$ cat config.mk
export PLATFORM = sky130hd
export DESIGN_NAME = ex_div_sequencer_flat
export DESIGN_NICKNAME = d
export VERILOG_FILES = /design/src/rtl/ex_div_if.sv /design/src/rtl/ex_div_sequencer.sv /design/src/flat_wrapper.sv
export SDC_FILE = /design/constraint.sdc
export NUM_CORES = 1
export LEC_CHECK = 0
export ABC_AREA = 1
export CAP_MARGIN = 5
export CORE_MARGIN = 2
export CORE_UTILIZATION = 45
export CTS_BUF_LIST = sky130_fd_sc_hd__clkbuf_16
export CTS_CLUSTER_DIAMETER = 50
export CTS_CLUSTER_SIZE = 14
export DETAILED_ROUTE_END_ITERATION = 8
export HOLD_SLACK_MARGIN = 0.12
export PLACE_DENSITY = 0.75
export SETUP_SLACK_MARGIN = 0.02
export SLEW_MARGIN = 20
export SYNTH_ARGS = -nofsm -noshare
export SYNTH_HDL_FRONTEND = slang
export SYNTH_SLANG_ARGS = --single-unit
$ cat constraint.sdc
create_clock -name clock -period 12.15 [get_ports clock]
set_input_delay 2.43 -clock clock [delete_from_list [all_inputs] [get_ports clock]]
set_output_delay 2.43 -clock clock [all_outputs]
set_load 0.01 [all_outputs]
$ cat src/rtl/ex_div_if.sv
// EX-stage <-> divide sequencer handshake and result bus.
// The EX stage owns the master side; the divider owns the slave side.
interface ex_div_if #(
    parameter int WIDTH = 32
);
    logic             start;
    logic             signed_op;
    logic [WIDTH-1:0] operand_a;
    logic [WIDTH-1:0] operand_b;
    logic             cancel;
    logic             stall;
    logic             ready;
    logic [WIDTH-1:0] quotient;
    logic [WIDTH-1:0] remainder;

    modport master (
        output start, signed_op, operand_a, operand_b, cancel,
        input  stall, ready, quotient, remainder
    );

    modport slave (
        input  start, signed_op, operand_a, operand_b, cancel,
        output stall, ready, quotient, remainder
    );
endinterface

$ cat src/rtl/ex_div_sequencer.sv
// Multi-cycle restoring divider for the EX stage (DIV / DIVU).
// One shift-subtract step per cycle on operand magnitudes, sign fixup
// applied when the result is committed on entry to DONE. A zero divisor
// takes a one-cycle side path yielding all-ones / unmodified dividend.
module ex_div_sequencer #(
    parameter int WIDTH = 32
) (
    input  logic    clock,
    input  logic    reset,
    ex_div_if.slave div
);
    localparam int CNT_W = $clog2(WIDTH);
    localparam logic [CNT_W-1:0] CNT_LAST = CNT_W'(WIDTH - 1);

    typedef enum logic [1:0] {
        IDLE     = 2'd0,
        DIV_ZERO = 2'd1,
        BUSY     = 2'd2,
        DONE     = 2'd3
    } state_t;

    state_t             state_r;
    state_t             state_next_s;
    logic [CNT_W-1:0]   count_r;
    logic               signed_r;
    logic               sign_a_r;
    logic               sign_b_r;
    logic [WIDTH-1:0]   divisor_r;
    logic [WIDTH-1:0]   quo_r;       // dividend shifting out / quotient shifting in
    logic [WIDTH-1:0]   rem_r;       // partial remainder
    logic               ready_r;
    logic [WIDTH-1:0]   quotient_r;
    logic [WIDTH-1:0]   remainder_r;

    logic               accept_s;
    logic               last_s;
    logic               stall_s;
    logic               neg_q_s;
    logic               neg_r_s;
    logic [WIDTH:0]     shifted_s;
    logic [WIDTH:0]     diff_s;
    logic [WIDTH-1:0]   quo_next_s;
    logic [WIDTH-1:0]   rem_next_s;

    // Two's complement negate when en is set; wrap-around is intentional.
    function automatic logic [WIDTH-1:0] cond_negate(input logic [WIDTH-1:0] v,
                                                     input logic             en);
        logic [WIDTH-1:0] res;
        if (en) begin
            res = {WIDTH{1'b0}} - v;
        end else begin
            res = v;
        end
        return res;
    endfunction

    assign accept_s = div.start & ~div.cancel;
    assign last_s   = (count_r == CNT_LAST);
    assign neg_q_s  = signed_r & (sign_a_r ^ sign_b_r);
    assign neg_r_s  = signed_r & sign_a_r;

    // One restoring step: shift in next dividend bit, subtract if it fits.
    always_comb begin
        shifted_s  = {rem_r, quo_r[WIDTH-1]};
        diff_s     = shifted_s - {1'b0, divisor_r};
        quo_next_s = {quo_r[WIDTH-2:0], 1'b0};
        rem_next_s = shifted_s[WIDTH-1:0];
        if (!diff_s[WIDTH]) begin
            quo_next_s = {quo_r[WIDTH-2:0], 1'b1};
            rem_next_s = diff_s[WIDTH-1:0];
        end else begin
            quo_next_s = {quo_r[WIDTH-2:0], 1'b0};
            rem_next_s = shifted_s[WIDTH-1:0];
        end
    end

    // FSM state register.
    always_ff @(posedge clock or negedge reset) begin
        if (!reset) begin
            state_r <= IDLE;
        end else begin
            state_r <= state_next_s;
        end
    end

    // FSM next-state logic; cancel aborts both working states.
    always_comb begin
        state_next_s = IDLE;
        case (state_r)
            IDLE: begin
                if (accept_s) begin
                    if (div.operand_b == {WIDTH{1'b0}}) begin
                        state_next_s = DIV_ZERO;
                    end else begin
                        state_next_s = BUSY;
                    end
                end else begin
                    state_next_s = IDLE;
                end
            end
            BUSY: begin
                if (div.cancel) begin
                    state_next_s = IDLE;
                end else if (last_s) begin
                    state_next_s = DONE;
                end else begin
                    state_next_s = BUSY;
                end
            end
            DIV_ZERO: begin
                if (div.cancel) begin
                    state_next_s = IDLE;
                end else begin
                    state_next_s = DONE;
                end
            end
            DONE:    state_next_s = IDLE;
            default: state_next_s = IDLE;
        endcase
    end

    // FSM output: stall freezes the front of the pipe while a divide is live.
    always_comb begin
        stall_s = 1'b0;
        case (state_r)
            IDLE:     stall_s = accept_s;
            BUSY:     stall_s = 1'b1;
            DIV_ZERO: stall_s = 1'b1;
            DONE:     stall_s = 1'b0;
            default:  stall_s = 1'b0;
        endcase
    end

    // Operand capture, iteration datapath and result commit.
    always_ff @(posedge clock or negedge reset) begin
        if (!reset) begin
            count_r     <= {CNT_W{1'b0}};
            signed_r    <= 1'b0;
            sign_a_r    <= 1'b0;
            sign_b_r    <= 1'b0;
            divisor_r   <= {WIDTH{1'b0}};
            quo_r       <= {WIDTH{1'b0}};
            rem_r       <= {WIDTH{1'b0}};
            ready_r     <= 1'b0;
            quotient_r  <= {WIDTH{1'b0}};
            remainder_r <= {WIDTH{1'b0}};
        end else begin
            case (state_r)
                IDLE: begin
                    if (accept_s) begin
                        signed_r  <= div.signed_op;
                        sign_a_r  <= div.operand_a[WIDTH-1];
                        sign_b_r  <= div.operand_b[WIDTH-1];
                        divisor_r <= cond_negate(div.operand_b,
                                                 div.signed_op & div.operand_b[WIDTH-1]);
                        rem_r     <= {WIDTH{1'b0}};
                        count_r   <= {CNT_W{1'b0}};
                        // A zero divisor returns the raw dividend, so keep it unmodified.
                        if (div.operand_b == {WIDTH{1'b0}}) begin
                            quo_r <= div.operand_a;
                        end else begin
                            quo_r <= cond_negate(div.operand_a,
                                                 div.signed_op & div.operand_a[WIDTH-1]);
                        end
                    end
                end
                BUSY: begin
                    if (!div.cancel) begin
                        quo_r   <= quo_next_s;
                        rem_r   <= rem_next_s;
                        count_r <= count_r + {{(CNT_W-1){1'b0}}, 1'b1};
                        if (last_s) begin
                            quotient_r  <= cond_negate(quo_next_s, neg_q_s);
                            remainder_r <= cond_negate(rem_next_s, neg_r_s);
                        end
                    end
                end
                DIV_ZERO: begin
                    if (!div.cancel) begin
                        quotient_r  <= {WIDTH{1'b1}};
                        remainder_r <= quo_r;
                    end
                end
                DONE: begin
                    count_r <= {CNT_W{1'b0}};
                end
                default: begin
                    count_r <= {CNT_W{1'b0}};
                end
            endcase
            ready_r <= (state_next_s == DONE);
        end
    end

    assign div.stall     = stall_s;
    assign div.ready     = ready_r;
    assign div.quotient  = quotient_r;
    assign div.remainder = remainder_r;
endmodule

$ cat src/flat_wrapper.sv
// flat-port wrapper written by rule: the top's interface ports become plain ports
module ex_div_sequencer_flat 
#(
    parameter int WIDTH = 32
)
  (clock, reset, div_start, div_signed_op, div_operand_a, div_operand_b, div_cancel, div_stall, div_ready, div_quotient, div_remainder);
  ex_div_if #(.WIDTH(WIDTH)) div_i ();
  input  logic clock;
  input  logic reset;
  input wire logic [$bits(div_i.start)-1:0] div_start;
  input wire logic [$bits(div_i.signed_op)-1:0] div_signed_op;
  input wire logic [$bits(div_i.operand_a)-1:0] div_operand_a;
  input wire logic [$bits(div_i.operand_b)-1:0] div_operand_b;
  input wire logic [$bits(div_i.cancel)-1:0] div_cancel;
  output wire logic [$bits(div_i.stall)-1:0] div_stall;
  output wire logic [$bits(div_i.ready)-1:0] div_ready;
  output wire logic [$bits(div_i.quotient)-1:0] div_quotient;
  output wire logic [$bits(div_i.remainder)-1:0] div_remainder;
  assign div_i.start = div_start;
  assign div_i.signed_op = div_signed_op;
  assign div_i.operand_a = div_operand_a;
  assign div_i.operand_b = div_operand_b;
  assign div_i.cancel = div_cancel;
  assign div_stall = div_i.stall;
  assign div_ready = div_i.ready;
  assign div_quotient = div_i.quotient;
  assign div_remainder = div_i.remainder;
  ex_div_sequencer #(.WIDTH(WIDTH)) u_core (.clock(clock), .reset(reset), .div(div_i));
endmodule
==> results.json, run 1 <==
{
  "status": "completed",
  "vias_per_cell": 5.43,
  "grt_antenna_before_repair": 0,
  "vdd_drop_max_v": 0.0000973,
  "final.min_clock_period_ns": 6.27,
  "yosys-mux-area-fraction": 0.000715,
  "synth_fp_nets": 2289,
  "initial_core_util": 0.457,
  "drive_gt1_frac": 0.0477,
  "timing.fmax_ghz": 0.159,
  "finClkSkew_ns": 0.0136,
  "fin_ws_ns": 5.88,
  "cts.sinks": 171,
  "portBuffers": 134,
  "switching_power_mw": 0.780,
  "overflow": 0,
  "combPwrFrac": 0.347,
  "ant_nets": 0,
  "grt_pass1_vias": 13571,
  "utilization": 0.531,
  "reg2reg_to": "u_core.div.quotient[28]$_DFFE_PN0P_",
  "synth.cells.most_frequent": "nand2_1 (687), inv_1 (287), o21ai_0 (192), nor2_1 (188), dfrtp_1 (171)",
  "coreArea_um2": 30600,
  "sequentialPowerShare": 0.367,
  "postSynthAreaPerCell_um2": 6.42,
  "async_reset_ff_frac": 1.00,
  "syn_area_um2": 14000,
  "min_period_over_period": 0.516,
  "synth.area.top_cells": "dfrtp_1 (31%), nand2_1 (18%), inv_1 (7.7%)",
  "insertion_delay_ns": 0.45,
  "htreeDepth": 4,
  "worstMarginPinSlew_ns": 1.14,
  "synth_edf_count": 0,
  "rsz0062_at_grt": "false",
  "synthCells": 2178,
  "routabilityCongestion": 0.953,
  "die_area_um2": 32500,
  "synth_compound_area_frac": 0.151,
  "synth.most_common_cell": "nand2_1",
  "postCtsSetupRepairBufs": 0,
  "clk_pin_slew_ns": 0.07,
  "power_mw": 2.06,
  "synth_top_family_by_area": "simple AND/OR/NAND/NOR gates",
  "grt_pass1_wl_mm": 72.6,
  "hold_depth": 2,
  "place_hpwl_mm": 35.1,
  "finalWirelength_mm": 45.6,
  "swShare": 0.379,
  "synth_top_cell_by_area": "dfrtp_1",
  "hold_viol_final": 0,
  "min_to": "u_core.div.remainder[28]$_DFFE_PN0P_",
  "yosys_warnings": 0,
  "synth_seq_area_share": 0.306,
  "synthSimpleGateAreaFrac": 0.339,
  "grt_max_degree": 107,
  "place_ws_ns": 5.88,
  "worst_setup_path_start_kind": "input port",
  "ys.flop_type": "dfrtp_1",
  "area_growth_syn_to_layout_pct": 16.0,
  "fillers": 3099,
  "cts_buffer_depth": 2,
  "holdCritPathClass": "flip-flop to flip-flop",
  "cellLeakagePower_nw": 8.49,
  "yosysTopAreaCellShare": 0.306,
  "r2r_slack_ns": 7.16,
  "ctsHoldBuffers": 0,
  "die_width_um": 180,
  "synth.distinct_cells": 56,
  "critPathCaptureType": "primary output",
  "final-setup-viol-count": 0,
  "cp_data_arrival_time_ns": 3.84,
  "p_clk_frac": 0.286,
  "tritoncts": "done",
  "drc_errors": 0,
  "worst-r2r-cell-count": 29,
  "r2r_start": "u_core.quo_r[31]$_DFFE_PN0P_",
  "wl_per_cell_um": 17.0,
  "cts_root_buf": "clkbuf_16",
  "vias": 14558,
  "path_class": "input port to primary output",
  "cts_made_buffers": 17,
  "crit_fanout": 3,
  "intPower_mw": 1.28,
  "cts_resized": 0,
  "ioPinCount": 135,
  "cp.required_ns": 9.72,
  "power_density_nw_per_um2": 127,
  "drv_cap": 0,
  "rows": 64,
  "report.final.slew_viol_count": 0,
  "hold-worst-slack_ns": 0.483,
  "holdCritStartpoint": "u_core.div.remainder[28]$_DFFE_PN0P_",
  "yosys.area_share.adder": 0.0381,
  "grtUsageTotal": 0.279,
  "slew_headroom": 0.237,
  "tns_ns": 0,
  "die_height_um": 180,
  "drt_iter0_drc": 1519,
  "drt_pass1_iterations": 7,
  "ys_ff_latch": 171,
  "synth_xor_area_frac": 0.0613,
  "nNetsFinal": 2382
}
## cells by family (layout without fill, tap and decap cells)
| family | after synthesis | in the layout |
|---|---|---|
| adder cells (fa/ha/maj) | 42 | 42 |
| flip-flops | 171 | 171 |
| AO/OA/AOI/OAI | 381 | 381 |
| buffers and inverters | 366 | 472 |
| other | 0 | 1 |
| AND/OR/NAND/NOR | 1119 | 1119 |
| multiplexers | 1 | 1 |
| XOR/XNOR | 98 | 98 |
## critical path, stage by stage
cell             delay (ns)
clkdlybuf4s50_1        0.41
inv_1                  0.10
nand2_1                0.10
nand2_1                0.08
inv_1                  0.08
nor2_1                 0.10
clkdlybuf4s50_1        0.54
## power groups by stage
stage | Sequential [mW] | Combinational [mW] | Clock [mW]
final | 0.756 | 0.714 | 0.589
after global routing | 0.768 | 0.788 | 0.614
after CTS | 0.753 | 0.704 | 0.591
after detailed placement | 0.762 | 0.700 | 0
after global placement | 0.762 | 0.689 | 0
after floorplan | 0.759 | 0.396 | 0
## how the worst max path moves through the flow
stage / from / endpoint / depth (start not counted) / slack, ns
5_1_grt: div_cancel / div_stall / 7 / 5.80
2_1_floorplan: div_cancel / div_stall / 5 / 6.89
3_3_place_gp: div_cancel / div_stall / 7 / 5.91
4_1_cts: div_cancel / div_stall / 7 / 5.87
3_5_place_dp: div_cancel / div_stall / 7 / 5.88
6_report: div_cancel / div_stall / 7 / 5.88
## cell type report
cell class	instances	area (um^2)	area share
Multi-Input combinational cell	1641	8290	0.510
Sequential cell	171	4280	0.264
Timing Repair Buffer	145	1450	0.0890
Inverter	295	1110	0.0682
Tap cell	396	495	0.0305
Clock buffer	17	425	0.0262
Clock inverter	15	190	0.0117
Antenna cell	1	2.50	0.000154
## stage by stage
step,area (um^2),std cells
3_5_place_dp,15600,2647
6_report,16200,2681
5_1_grt,16200,2680
4_1_cts,16200,2679
2_1_floorplan,14000,2178
3_3_place_gp,15600,2647
## layout by cell type, fill, tap and decap left out, drive strengths merged, types with 2 or more instances in the layout
cell type      count
nand2            719
inv              296
o21ai            209
nor2             198
dfrtp            171
clkdlybuf4s50    133
nand3            127
a21oi            102
xor2              76
ha                41
o22ai             35
nor3              27
nand4             25
xnor2             22
clkbuf            17
nor4              13
o22a              12
buf               12
clkinv             9
nand3b             5
o211ai             3
bufinv             3
and2               3
a21o               2
nor3b              2
o21bai             2
o31ai              2
a31oi              2
o21a               2
a21boi             2
o32a               2
a2bb2oi            2
clkinvlp           2
## state kept, by name, indices dropped and copies added (netlist names)
name                  cells
u_core.div.quotient      32
u_core.div.remainder     32
u_core.divisor_r         32
u_core.quo_r             32
u_core.rem_r             32
u_core.count_r            5
u_core.state_r            2
u_core.div.ready          1
u_core.sign_a_r           1
u_core.sign_b_r           1
u_core.signed_r           1
## routing by layer
layer | part of all wire | vias up | wire length, um | global-route usage
met4 | 0.023 | 0 | 1050 | 0.0787
met1 | 0.46 | 6703 | 20700 | 0.404
met5 | 0 | - | 0 | 0
met2 | 0.44 | 625 | 20000 | 0.431
li1 | - | 7165 | - | -
met3 | 0.082 | 65 | 3740 | 0.0428
Note: power is estimated with default switching activity, not from simulation.
==> run 2: changes to the inputs <==
--- a/config.mk
+++ b/config.mk
@@ -14,7 +14,7 @@
 export CTS_CLUSTER_SIZE = 14
 export DETAILED_ROUTE_END_ITERATION = 8
 export HOLD_SLACK_MARGIN = 0.12
-export PLACE_DENSITY = 0.75
+export PLACE_DENSITY = 0.78
 export SETUP_SLACK_MARGIN = 0.02
 export SLEW_MARGIN = 20
 export SYNTH_ARGS = -nofsm -noshare
==> constraint.sdc (replaced) <==
create_clock -name clock -period 5.2 [get_ports clock]
set_input_delay 1.04 -clock clock [delete_from_list [all_inputs] [get_ports clock]]
set_output_delay 1.04 -clock clock [all_outputs]
set_load 0.01 [all_outputs]
==> results.json, run 2 (synthesis gave the netlist of run 1 again) <==
{
  "grtUsageTotal": 0.278,
  "drt_pass1_iterations": 6,
  "power_density_nw_per_um2": 291,
  "drc_errors": 0,
  "drv_cap": 0,
  "cts_made_buffers": 17,
  "wl_per_cell_um": 16.8,
  "max_stage_delay_ns": 0.46,
  "htreeDepth": 4,
  "portBuffers": 134,
  "vias": 14648,
  "final.min_clock_period_ns": 4.31,
  "holdCritStartpoint": "u_core.div.remainder[27]$_DFFE_PN0P_",
  "tns_ns": 0,
  "report.final.slew_viol_count": 0,
  "cpLargestDelayFamily": "simple AND/OR/NAND/NOR gates",
  "slew_headroom": 0.358,
  "critPathCaptureType": "flip-flop",
  "ant_nets": 0,
  "clk_pin_slew_ns": 0.08,
  "cts_buffer_depth": 2,
  "cellLeakagePower_nw": 8.48,
  "postCtsSetupRepairBufs": 0,
  "grt_pass1_wl_mm": 72.8,
  "reg2reg_to": "u_core.div.remainder[16]$_DFFE_PN0P_",
  "holdCritPathClass": "flip-flop to flip-flop",
  "coreArea_um2": 30600,
  "die_width_um": 180,
  "final_common_cell": "nand2_1",
  "vdd_drop_max_v": 0.000200,
  "r2r_slack_ns": 0.89,
  "die_height_um": 180,
  "hold_depth": 2,
  "insertion_delay_ns": 0.45,
  "rsz0062_at_grt": "false",
  "worst_setup_path_start_kind": "flip-flop",
  "initial_core_util": 0.457,
  "diodes": 0,
  "final-setup-viol-count": 0,
  "worst-r2r-cell-count": 27,
  "rows": 64,
  "tritoncts": "done",
  "grt_antenna_before_repair": 0,
  "drive_gt1_frac": 0.0502,
  "cts_resized": 0,
  "final_cells": 2685,
  "status": "completed",
  "area_growth_syn_to_layout_pct": 15.8,
  "nNetsFinal": 2387,
  "routabilityCongestion": 0.962,
  "vias_per_cell": 5.46,
  "fillers": 3106,
  "overflow": 0,
  "min_period_over_period": 0.830,
  "min_to": "u_core.div.remainder[27]$_DFFE_PN0P_",
  "r2r_start": "u_core.quo_r[31]$_DFFE_PN0P_",
  "crit_path_frequent_cell": "nand2_1",
  "hold_viol_final": 0,
  "crit_cells": 27,
  "cts.sinks": 171,
  "ctsHoldBuffers": 0,
  "die_area_um2": 32500,
  "grt_max_degree": 103,
  "finalWirelength_mm": 45.2,
  "crit_fanout": 46,
  "finClkSkew_ns": 0.0138,
  "timing.fmax_ghz": 0.232,
  "mostFrequentLayoutCells": "nand2_1 (687), inv_1 (287), o21ai_0 (192)",
  "cts_root_buf": "clkbuf_16",
  "place_ws_ns": 1.07,
  "path_class": "flip-flop to flip-flop",
  "cp.required_ns": 5.52,
  "dp.cells": 2653,
  "drt_iter0_drc": 1462,
  "fin_ws_ns": 0.885,
  "cp_data_arrival_time_ns": 4.63,
  "cp_slowest_cell": "buf_4",
  "place_hpwl_mm": 35.4,
  "worstMarginPinSlew_ns": 0.963,
  "ioPinCount": 135,
  "crit_buf_inv": 3,
  "grt_pass1_vias": 13838
}
-- run 2: cell types whose count changed in the layout (fill, tap and decap cells not counted), sizes merged --
cell and change:
clkinv +5, buf +5, bufinv -3, diode -1
clkinvlp -2
-- run 2: routing by layer --
layer  wire (um)  GRT usage
met5           0          0
met4         986     0.0829
met3        3690     0.0485
met2       20000      0.433
met1       20500      0.394
-- run 2: how the worst max path moves through the flow --
stage                                      start                                    to
finish              u_core.quo_r[31]$_DFFE_PN0P_  u_core.div.remainder[16]$_DFFE_PN0P_
global route        u_core.quo_r[31]$_DFFE_PN0P_   u_core.div.quotient[28]$_DFFE_PN0P_
CTS                 u_core.quo_r[31]$_DFFE_PN0P_  u_core.div.remainder[16]$_DFFE_PN0P_
detailed placement  u_core.quo_r[31]$_DFFE_PN0P_   u_core.div.quotient[28]$_DFFE_PN0P_
global placement    u_core.quo_r[31]$_DFFE_PN0P_  u_core.div.remainder[16]$_DFFE_PN0P_
floorplan           u_core.quo_r[31]$_DFFE_PN0P_   u_core.div.quotient[28]$_DFFE_PN0P_
-- run 2: metrics by stage --
step           hold WS (ns)  utilization  cell area (um^2)  power (mW)
5_1_grt               0.513        0.530             16200        4.98
3_5_place_dp          0.466        0.511             15600        3.41
6_report              0.481        0.530             16200        4.71
2_1_floorplan         0.453            -             14000        2.70
4_1_cts               0.486        0.530             16200        4.70
3_3_place_gp          0.464        0.511             15600        3.38
-- run 2: area by class of cell --
cell class | count | area (um^2) | share of cell area
Inverter | 295 | 1110 | 0.0683
Sequential cell | 171 | 4280 | 0.264
Multi-Input combinational cell | 1641 | 8290 | 0.511
Tap cell | 396 | 495 | 0.0306
Clock inverter | 15 | 153 | 0.00942
Timing Repair Buffer | 150 | 1460 | 0.0902
Clock buffer | 17 | 425 | 0.0262
-- run 2: where the power goes --
group	switching (mW)	internal, mW
logic	1.01	0.653
clock network	0.655	0.640
registers	0.190	1.57
-- run 2: worst min-delay path: cells and delay by family (launching register included) --
family	cells	cell delay [ns]
flops	1	0.35
simple gates	2	0.10
==> run 3: changes to the inputs <==
--- a/config.mk
+++ b/config.mk
@@ -14,7 +14,7 @@
 export CTS_CLUSTER_SIZE = 14
 export DETAILED_ROUTE_END_ITERATION = 8
 export HOLD_SLACK_MARGIN = 0.12
-export PLACE_DENSITY = 0.78
+export PLACE_DENSITY = 0.75
 export SETUP_SLACK_MARGIN = 0.02
 export SLEW_MARGIN = 20
 export SYNTH_ARGS = -nofsm -noshare
==> constraint.sdc (replaced) <==
create_clock -name clock -period 4.2 [get_ports clock]
set_input_delay 0.84 -clock clock [delete_from_list [all_inputs] [get_ports clock]]
set_output_delay 0.84 -clock clock [all_outputs]
set_load 0.01 [all_outputs]
==> results.json, run 3 (synthesis gave the netlist of run 1 again) <==
{
  "status": "completed",
  "drv_cap": 0,
  "power_density_nw_per_um2": 364,
  "grt_pass1_wl_mm": 73.2,
  "wl_per_cell_um": 17.0,
  "grtUsageTotal": 0.281,
  "worst_setup_path_start_kind": "flip-flop",
  "area_growth_syn_to_layout_pct": 17.0,
  "drt_pass1_iterations": 6,
  "final.min_clock_period_ns": 3.91,
  "max_stage_delay_ns": 0.39,
  "die_height_um": 180,
  "vias_per_cell": 5.44,
  "mostFrequentLayoutCells": "nand2_1 (687), inv_1 (286), o21ai_0 (189)",
  "coreArea_um2": 30600,
  "critPathCaptureType": "flip-flop",
  "cp_slowest_cell": "fa_2",
  "crit_fanout": 5,
  "worst-r2r-cell-count": 29,
  "grt_antenna_before_repair": 0,
  "report.final.slew_viol_count": 0,
  "drc_errors": 0,
  "cellLeakagePower_nw": 8.56,
  "die_width_um": 180,
  "slew_headroom": 0.436,
  "routabilityCongestion": 0.985,
  "ioPinCount": 135,
  "grt_pass1_vias": 13686,
  "rows": 64,
  "grt_max_degree": 84,
  "portBuffers": 134,
  "cp_data_arrival_time_ns": 4.25,
  "final_common_cell": "nand2_1",
  "cts.sinks": 171,
  "place_hpwl_mm": 35.9,
  "drive_gt1_frac": 0.0582,
  "cts_buffer_depth": 2,
  "utilization": 0.535,
  "clk_pin_slew_ns": 0.07,
  "hold_viol_final": 0,
  "htreeDepth": 4,
  "final-setup-viol-count": 0,
  "finClkSkew_ns": 0.0123,
  "finalWirelength_mm": 45.9,
  "crit_path_frequent_cell": "inv_1",
  "place_ws_ns": 0.107,
  "vias": 14666,
  "ctsHoldBuffers": 0,
  "min_period_over_period": 0.932,
  "path_class": "flip-flop to flip-flop",
  "diodes": 0,
  "cts_made_buffers": 17,
  "overflow": 0,
  "ant_nets": 0,
  "worstMarginPinSlew_ns": 0.846,
  "vdd_drop_max_v": 0.000264,
  "post_dp_cell_area_um2": 15700,
  "insertion_delay_ns": 0.45,
  "drt_iter0_drc": 1489,
  "fin_ws_ns": 0.286,
  "initial_core_util": 0.457,
  "r2r_slack_ns": 0.29,
  "final_area_um2": 16400,
  "timing.fmax_ghz": 0.255,
  "tritoncts": "done",
  "die_area_um2": 32500,
  "nNetsFinal": 2400,
  "cp.required_ns": 4.53,
  "holdCritPathClass": "input port to async pin",
  "cts_root_buf": "clkbuf_16"
}
[run 3: changes by cell type in the layout (fill, tap and decap cells not counted), moves of 2 or more]
cell,delta
inv_8,-2
o21ai_0,-3
buf_4,+12
clkinv_8,-2
bufinv_16,+3
inv_2,+2
o21ai_2,+2
[run 3: worst paths after layout]
kind | from | endpoint
max in group asynchronous | reset | u_core.quo_r[11]$_DFFE_PN0P_
hold / removal | reset | u_core.divisor_r[11]$_DFFE_PN0P_
setup reg to reg | u_core.quo_r[31]$_DFFE_PN0P_ | u_core.div.quotient[28]$_DFFE_PN0P_
hold reg to reg | u_core.div.remainder[9]$_DFFE_PN0P_ | u_core.div.remainder[9]$_DFFE_PN0P_
setup / recovery | u_core.quo_r[31]$_DFFE_PN0P_ | u_core.div.quotient[28]$_DFFE_PN0P_
min in group clock | u_core.div.remainder[9]$_DFFE_PN0P_ | u_core.div.remainder[9]$_DFFE_PN0P_
[run 3: layout make-up]
| type | instances | area, um^2 |
|---|---|---|
| fill | 3037 | 14200 |
| clock inverter | 15 | 189 |
| clock buffer | 17 | 425 |
| sequential | 171 | 4280 |
| timing repair buffer | 163 | 1560 |
| multi-input combinational | 1641 | 8310 |
| inverter | 295 | 1110 |
| tap | 396 | 495 |
[run 3: routing by layer]
| layer | routed length, um | global-route usage |
|---|---|---|
| met5 | 0 | 0 |
| met1 | 20700 | 0.405 |
| met2 | 20500 | 0.434 |
| met4 | 947 | 0.0723 |
| met3 | 3710 | 0.0509 |
[run 3: where the power goes]
group | internal (mW) | switching, mW
Clock | 0.949 | 0.741
Combinational | 0.825 | 1.27
Sequential | 1.94 | 0.233
Total | 3.71 | 2.24
[run 3: what timing repair did]
action | in CTS | in global routing
resized for setup | 0 | 12
hold endpoints to repair | 0 | 0
endpoints found under the setup margin | 0 | 30
setup buffers | 0 | 3
[run 3: worst max-delay path: cells and delay by family (launching register included)]
family          cells  cell delay (ns)
simple gates       15             1.60
buf+inv             7             0.58
compound gates      3             0.40
fa+ha+maj           3             0.74
flops               1             0.34
xor+xnor            1             0.15
[run 3: metrics by stage]
step / hold slack, ns / cells / setup TNS (ns) / power [mW]
6_report: 0.407 / 2698 / 0 / 5.95
5_1_grt: 0.491 / 2698 / -0.00463 / 6.28
4_1_cts: 0.465 / 2695 / 0 / 5.92
3_5_place_dp: 0.468 / 2663 / 0 / 4.24
3_3_place_gp: 0.461 / 2663 / 0 / 4.21
2_1_floorplan: 0.453 / 2178 / 0 / 3.34
